`src/rtl/mem_wb_stage.sv`:
```
// MEM->WB pipeline register with big-endian load alignment and retire counter.
// Optional LWL/LWR merge with the old rt value is enabled by UNALIGNED_LOAD_EN.
module mem_wb_stage #(
    parameter int DATA_W = 32,
    parameter int ADDR_W = 5
) (
    input  logic              clk,
    input  logic              rst,
    input  logic              stall_mem,
    input  logic              stall_wb,
    input  logic              flush,
    input  logic              mem_wreg,
    input  logic [ADDR_W-1:0] mem_wd,
    input  logic [DATA_W-1:0] mem_wdata,
    input  logic [2:0]        mem_load_op,
    input  logic [1:0]        mem_addr_lo,
    input  logic [DATA_W-1:0] mem_rt_data,
    input  logic [DATA_W-1:0] dmem_rdata,
    output logic              wb_wreg,
    output logic [ADDR_W-1:0] wb_wd,
    output logic [DATA_W-1:0] wb_wdata,
    output logic              wb_valid,
    output logic [31:0]       retire_cnt
);

    localparam logic [2:0] OP_NONE = 3'd0;
    localparam logic [2:0] OP_LB   = 3'd1;
    localparam logic [2:0] OP_LBU  = 3'd2;
    localparam logic [2:0] OP_LH   = 3'd3;
    localparam logic [2:0] OP_LHU  = 3'd4;
    localparam logic [2:0] OP_LW   = 3'd5;
    localparam logic [2:0] OP_LWL  = 3'd6;
    localparam logic [2:0] OP_LWR  = 3'd7;

    logic [7:0]        w_byte;
    logic [15:0]       w_half;
    logic [DATA_W-1:0] w_ld_data;
    logic              w_wr_ok;

    logic              r_wreg;
    logic [ADDR_W-1:0] r_wd;
    logic [DATA_W-1:0] r_wdata;
    logic              r_valid;
    logic [31:0]       r_retire_cnt;

`ifndef UNALIGNED_LOAD_EN
    logic w_unused_rt;
    assign w_unused_rt = ^mem_rt_data;
`endif

    // Select the addressed byte and halfword (big-endian lanes).
    always_comb begin
        w_byte = dmem_rdata[7:0];
        case (mem_addr_lo)
            2'd0: w_byte = dmem_rdata[31:24];
            2'd1: w_byte = dmem_rdata[23:16];
            2'd2: w_byte = dmem_rdata[15:8];
            default: w_byte = dmem_rdata[7:0];
        endcase
        w_half = mem_addr_lo[1] ? dmem_rdata[15:0] : dmem_rdata[31:16];
    end

    // Build the write-back value for the MEM instruction.
    always_comb begin
        w_ld_data = mem_wdata;
        w_wr_ok   = 1'b1;
        case (mem_load_op)
            OP_NONE: w_ld_data = mem_wdata;
            OP_LB:   w_ld_data = {{24{w_byte[7]}}, w_byte};
            OP_LBU:  w_ld_data = {24'd0, w_byte};
            OP_LH:   w_ld_data = {{16{w_half[15]}}, w_half};
            OP_LHU:  w_ld_data = {16'd0, w_half};
            OP_LW:   w_ld_data = dmem_rdata;
`ifdef UNALIGNED_LOAD_EN
            OP_LWL: begin
                case (mem_addr_lo)
                    2'd0: w_ld_data = dmem_rdata;
                    2'd1: w_ld_data = {dmem_rdata[23:0], mem_rt_data[7:0]};
                    2'd2: w_ld_data = {dmem_rdata[15:0], mem_rt_data[15:0]};
                    default: w_ld_data = {dmem_rdata[7:0], mem_rt_data[23:0]};
                endcase
            end
            OP_LWR: begin
                case (mem_addr_lo)
                    2'd0: w_ld_data = {mem_rt_data[31:8], dmem_rdata[31:24]};
                    2'd1: w_ld_data = {mem_rt_data[31:16], dmem_rdata[31:16]};
                    2'd2: w_ld_data = {mem_rt_data[31:24], dmem_rdata[31:8]};
                    default: w_ld_data = dmem_rdata;
                endcase
            end
`else
            OP_LWL, OP_LWR: begin
                w_ld_data = '0;
                w_wr_ok   = 1'b0;
            end
`endif
            default: w_ld_data = mem_wdata;
        endcase
    end

    // Pipeline register: reset, flush/bubble, hold, or capture.
    always_ff @(posedge clk) begin
        if (rst || flush || (stall_mem && !stall_wb)) begin
            r_wreg  <= 1'b0;
            r_wd    <= '0;
            r_wdata <= '0;
            r_valid <= 1'b0;
        end else if (!stall_mem) begin
            r_wreg  <= mem_wreg && (mem_wd != '0) && w_wr_ok;
            r_wd    <= mem_wd;
            r_wdata <= w_ld_data;
            r_valid <= 1'b1;
        end
    end

    // Count instructions that leave WB; wraps naturally.
    always_ff @(posedge clk) begin
        if (rst) begin
            r_retire_cnt <= '0;
        end else if (r_valid && !stall_wb) begin
            r_retire_cnt <= r_retire_cnt + 32'd1;
        end
    end

    assign wb_wreg    = r_wreg;
    assign wb_wd      = r_wd;
    assign wb_wdata   = r_wdata;
    assign wb_valid   = r_valid;
    assign retire_cnt = r_retire_cnt;

endmodule

```
`config.mk`:
```
export PLATFORM = sky130hd
export DESIGN_NAME = mem_wb_stage
export DESIGN_NICKNAME = d
export VERILOG_FILES = /design/src/rtl/mem_wb_stage.sv
export SDC_FILE = /design/constraint.sdc
export NUM_CORES = 1
export LEC_CHECK = 0
export ABC_AREA = 1
export ABC_CLOCK_PERIOD_IN_PS = 3900
export CORE_UTILIZATION = 30
export CTS_CLUSTER_DIAMETER = 80
export DETAILED_ROUTE_END_ITERATION = 6
export PLACE_DENSITY = 0.64
export RECOVER_POWER = 50
export SLEW_MARGIN = 20
export SYNTH_ARGS = -nofsm -noshare
export SYNTH_HDL_FRONTEND = slang
export SYNTH_SLANG_ARGS = --single-unit
```
`constraint.sdc`:
```
create_clock -name clk -period 3.9 [get_ports clk]
set_clock_uncertainty 0.05 [all_clocks]
set_input_delay 1.17 -clock clk [delete_from_list [all_inputs] [get_ports clk]]
set_output_delay 1.17 -clock clk [all_outputs]
set_load 0.03 [all_outputs]
```
---- After elaboration in Yosys (flattened, before gate mapping) ----
Cells that the tools add are included.
word-level totals
  flip-flop bits (word level) ............. 71
  latch bits .............................. 0
  RAM bits ................................ 0
  bits in read-only memories .............. 0
  input bits .............................. 112
  word-level logic and storage cells ...... 30
  memories ................................ 0
cells by class
  add/sub/neg operators ................... 1
  multipliers ............................. 0
  divide/modulo/power cells ............... 0
  magnitude comparators ................... 0
  eq/ne operators ......................... 9
  shift-type cells ........................ 0
  multiplexer cells ....................... 4
  bitwise logic cells ..................... 0
  reductions and logical operators ........ 11
operator list
  operator                 count
  $pmux W32 S7             1
  $add A32 B1 Y32 const B  1
  $pmux W8 S3              1
  $mux W16                 1
  $eq A3 B3 Y1 const B     4
  $eq A3 B2 Y1 const B     2
  $reduce_bool A5 Y1       1
  $logic_and A1 B1 Y1      4
  $eq A3 B1 Y1 const B     1
  $logic_not A3 Y1         1
  $eq A2 B1 Y1 const B     1
  $eq A2 B2 Y1 const B     1
  $logic_not A2 Y1         1
  $logic_or A1 B1 Y1       2
  $reduce_or A2 Y1         1
  $logic_not A1 Y1         1
  $mux W1                  1

---- Longest topological paths before layout ----
  depth after elaboration ................. 4
  gate-level depth with buffers ........... 10
  depth with buffers taken out ............ 10

---- Least setup slack after synthesis ----
Ideal clock, no wire load.
  kind .................................... in2reg
  start ................................... input port mem_addr_lo[1]
  end ..................................... register r_wdata[28], in the netlist wb_wdata[28]
  library setup time ...................... 109 ps
  arrival time ............................ 2034 ps
  required time ........................... 3741 ps
  path slack .............................. 1707 ps
  stages on the path ...................... 10
  buffers on the path ..................... 2
  cells stage by stage .................... buf_4 -> nand2_1 -> o21ai_2 -> nand2_2 -> buf_2 -> o21ai_0 -> clkinv_1 -> nand4_1 -> nand2_1 -> inv_1
between the ends
  word-level cells in the longest chain between the ends .. 3
  elaborated cells on any way between the ends .. 6
  those cells by class .................... eq/ne: 2; mux: 3; reduce/logical: 1
RTL lines
  what                                        line  source
  start: declaration                          16    input logic [1:0] mem_addr_lo,
  $eq A2 B2 Y1, or another cell as far along  54    case (mem_addr_lo)
  $pmux W8 S3                                 54
  $pmux W32 S7 *                              67    case (mem_load_op)
  end signal: assignment                      111   r_wdata <= w_ld_data;
  end: declaration                            42    logic [DATA_W-1:0] r_wdata;
Every way passes the cells marked *; elsewhere a longest branch is shown, timed or not.
A chain may end at the register's enable or synchronous reset.

---- Final worst setup path ----
  start ................................... input port stall_wb
  end ..................................... register r_retire_cnt[29], in the netlist retire_cnt[29]
between the ends
  word-level cells in the longest chain between the ends .. 2
RTL lines
  what                    line  source
  start: declaration      10    input logic stall_wb,
  $logic_not A1 Y1        120   end else if (r_valid && !stall_wb) begin
  $logic_and A1 B1 Y1     120
  end signal: assignment  121   r_retire_cnt <= r_retire_cnt + 32'd1;
  end: declaration        44    logic [31:0] r_retire_cnt;
Every way passes these cells.

==> flow_summary_export.csv <==
group,metric,value,unit
global_route,antenna_found_initial,0,
worst_setup_path,rrSetupSlack,1740,ps
finish,nets,963,
clock_tree,postCtsHoldBufs,0,
logic_synthesis,synth_warnings,0,
logic_synthesis,yosys_most_used_dff,"dfxtp_1",
die,fp.dieW,122,um
clock_tree,cts_resized,0,
placement,place_area,0.00599,sq mm
clock_tree,cts_tree,"done",
worst_setup_path,crit_start,"stall_wb",
worst_setup_path,reg2reg_from,"retire_cnt[1]$_SDFFE_PP0P_",
hold_path,hp-class,"flip-flop to flip-flop",
clock_tree,cts_setup_buffers,0,
sta,min_period,3060,ps
logic_synthesis,synth_top_family_by_area,"simple AND/OR/NAND/NOR gates",
placement,gp_congestion,0.958,
sta,period_share,78.4,%
die,die_h,122,um
clock_tree,cts_num_sinks,71,
worst_setup_path,r2r-end,"retire_cnt[22]$_SDFFE_PP0P_",
sta,fmax,0.327,GHz
job,cap_viol_max_count,0,
sta,worstMarginPinSlew,1300,ps
power_and_ir_drop,clkPwrFrac,45.2,%
clock_tree,path_clk_slew,60,ps
sta,hold_viol_final,0,
global_route,grt_max_degree,66,
logic_synthesis,synth-seq-area-share,32.7,%
logic_synthesis,syn_area_per_cell,6.14,sq um
run_status,outcome,"finished, final reports clean",
worst_setup_path,endpoint,"retire_cnt[29]$_SDFFE_PP0P_",
die,dieArea,0.0150,sq mm
detailed_routing,wirelength,13800,um
sta,setup_ws,843,ps
worst_setup_path,arrival,3290,ps
worst_setup_path,critPathCaptureType,"flip-flop",
clock_tree,numCtsBuffers,9,
power_and_ir_drop,comb_power_share,16.4,%
detailed_routing,via_count,4850,
global_route,grt_pass1_vias,4526,
clock_tree,cts_max_level,3,
finish,diodes,0,
logic_synthesis,synth-xor-area-share,1.21,%
sta,fin_setup_tns,0,ps
power_and_ir_drop,power_switching,0.000490,W
power_and_ir_drop,seqPwrFrac,38.4,%
power_and_ir_drop,power,0.00195,W
power_and_ir_drop,p_per_area,312,mW/mm^2
clock_tree,clk_latency,340,ps
detailed_routing,ant_nets,0,
logic_synthesis,yosysUniqueCellTypes,36,
sta,rsz0062_at_grt,"no",
sta,slew_headroom,13.3,%
worst_setup_path,cp_slowest_cell,"dlygate4sd3_1",
sta,setup_viol,0,
global_route,grt-ovfl-total,0,
clock_tree,clk_path_buf_depth,2,
sta,slew_viol_final,0,
worst_setup_path,critPathLaunchType,"primary input",
logic_synthesis,syn_nets,822,
global_route,grt_first_pass_wirelength,21800,um
worst_setup_path,cp.required,4130,ps
power_and_ir_drop,switching_share,25.2,%
placement,pre_cts_ws,623,ps
logic_synthesis,ys_ff_latch,71,
detailed_routing,drt_iter0_drc,266,
global_route,track_usage,18.9,%
logic_synthesis,synthSimpleGateAreaFrac,42.5,%
detailed_routing,routedWlPerCell,13.4,um
logic_synthesis,yosys.area_share.adder,0.287,%
detailed_routing,vias_per_cell,4.69,
die,io_pins,183,
clock_tree,cts-root-buf,"clkbuf_16",
worst_setup_path,worst-setup-path-type,"primary input to flip-flop",
worst_setup_path,r2r_cells,9,
placement,hpwl,10600,um
power_and_ir_drop,p_leak,2.73,nW
worst_setup_path,critical_path.cell_chain,"dlygate4sd3_1, inv_1, nand2_1, nor2_1, nand4_1, nor2_1, nand3_1, nand2_1, inv_1, nor2_2",
hold_path,hp-start,"wb_wd[2]$_SDFFE_PP0N_",
power_and_ir_drop,ir_drop,228,uV
logic_synthesis,synth_edf_count,0,
logic_synthesis,muxShareOfSynthArea,0,%
die,initial_utilization,31.0,%
logic_synthesis,async_flop_share,0,%
logic_synthesis,syn_area,0.00435,sq mm
finish,final_layout_size_suffix_gt1_share,4.92,%
finish,utilization,44.4,%
die,core,0.0140,sq mm
placement,io_buffers,150,
die,placementRows,43,
finish,final_area,0.00624,sq mm
worst_setup_path,worstPathMaxFanout,10,
detailed_routing,post-route-drc-count,0,
logic_synthesis,synth-compound-area-share,11.4,%
power_and_ir_drop,internal_power,0.00146,W
logic_synthesis,syn_inst,709,
worst_setup_path,crit_path_max_incr_delay,560,ps
detailed_routing,drt_first_pass_iters,5,
finish,area_delta_synth_final,43.3,%
## critical path: cells and delay by family
| kind | cells | cell delay [ps] |
|---|---|---|
| buffers and inverters | 3 | 690 |
| and+or+nand+nor | 7 | 1430 |
## cell type report
type / count / area (sq um)
clock buffers: 11 / 243
clock inverters: 4 / 70.1
repair buffers: 158 / 1560
inverters: 100 / 375
well taps: 180 / 225
flip-flops and latches: 71 / 1420
fillers: 1509 / 7800
multi-input cells: 510 / 2350
## logic make-up (layout without fill, tap and decap cells)
group / count (synthesis) / count (layout)
simple gates: 418 / 418
buf+inv: 128 / 273
compound gates: 85 / 85
flops: 71 / 71
xor+xnor: 6 / 6
fa+ha+maj: 1 / 1
## placed cells by master, fill, tap and decap left out, drive strengths merged
cell / instances
buf: 6
xor2: 5
and3: 1
clkdlybuf4s50: 109
dfxtp: 71
inv: 97
a22oi: 15
nor3b: 1
ha: 1
bufinv: 2
a21oi: 27
nor3: 9
o21ai: 32
xnor2: 1
a211oi: 1
nor2: 146
dlygate4sd3: 41
clkinv: 5
nand3: 37
nand4: 32
o211ai: 9
clkbuf: 13
a31oi: 1
nand2: 192
## flip-flops by register name, indices dropped and copies added, names as in the netlist
signal and cells:
wb_wreg 1, wb_wd 5, wb_valid 1, wb_wdata 32
retire_cnt 32
## layer usage
| metal | up-vias | global-route usage (%) | part of all wire (%) |
|---|---|---|---|
| li1 | 2520 | - | - |
| met1 | 2146 | 21.3 | 42 |
| met2 | 164 | 32.1 | 47 |
| met3 | 20 | 7.25 | 8.7 |
| met4 | 0 | 6.71 | 2.1 |
| met5 | - | 0 | 0 |
## power by group through the flow
stage / Sequential, W / Combinational (W) / Clock [W]
CTS: 0.000748 / 0.000326 / 0.000911
global placement: 0.000764 / 0.000324 / 0
floorplan: 0.000792 / 0.000140 / 0
global route: 0.000749 / 0.000350 / 0.000935
detailed placement: 0.000764 / 0.000325 / 0
finish: 0.000748 / 0.000319 / 0.000880
## worst min-delay path by stage
stage | to | depth (start not counted)
4_1_cts | wb_wd[2]$_SDFFE_PP0N_ | 2
2_1_floorplan | wb_wd[0]$_SDFFE_PP0N_ | 2
5_1_grt | wb_wd[4]$_SDFFE_PP0N_ | 2
6_report | wb_wd[2]$_SDFFE_PP0N_ | 2
3_5_place_dp | wb_wd[2]$_SDFFE_PP0N_ | 2
3_3_place_gp | wb_wd[2]$_SDFFE_PP0N_ | 2
## cells in the mapped netlist (2+ instances only)
cell type | count | share of area, %
a21oi_1 | 27 | 3.1
a22oi_1 | 15 | 2.6
buf_1 | 3 | 0.26
buf_2 | 11 | 1.3
buf_4 | 3 | 0.52
buf_6 | 2 | 0.52
clkbuf_1 | 9 | 0.78
clkinv_1 | 3 | 0.26
dfxtp_1 | 71 | 33
inv_1 | 92 | 7.9
inv_2 | 5 | 0.43
nand2_1 | 188 | 16
nand2_2 | 4 | 0.57
nand3_1 | 36 | 4.1
nand4_1 | 30 | 4.3
nor2_1 | 130 | 11
nor2_2 | 9 | 1.3
nor2_4 | 7 | 1.8
nor3_1 | 7 | 0.80
o211ai_1 | 8 | 1.4
o21ai_0 | 30 | 3.4
xor2_1 | 5 | 1.0
## metrics by stage
stage | cells | hold WS, ps
CTS | 1034 | 418
floorplan | 709 | 545
global placement | 1019 | 408
detailed placement | 1019 | 408
finish | 1034 | 416
global route | 1034 | 470
(Power assumes the default switching activity.)
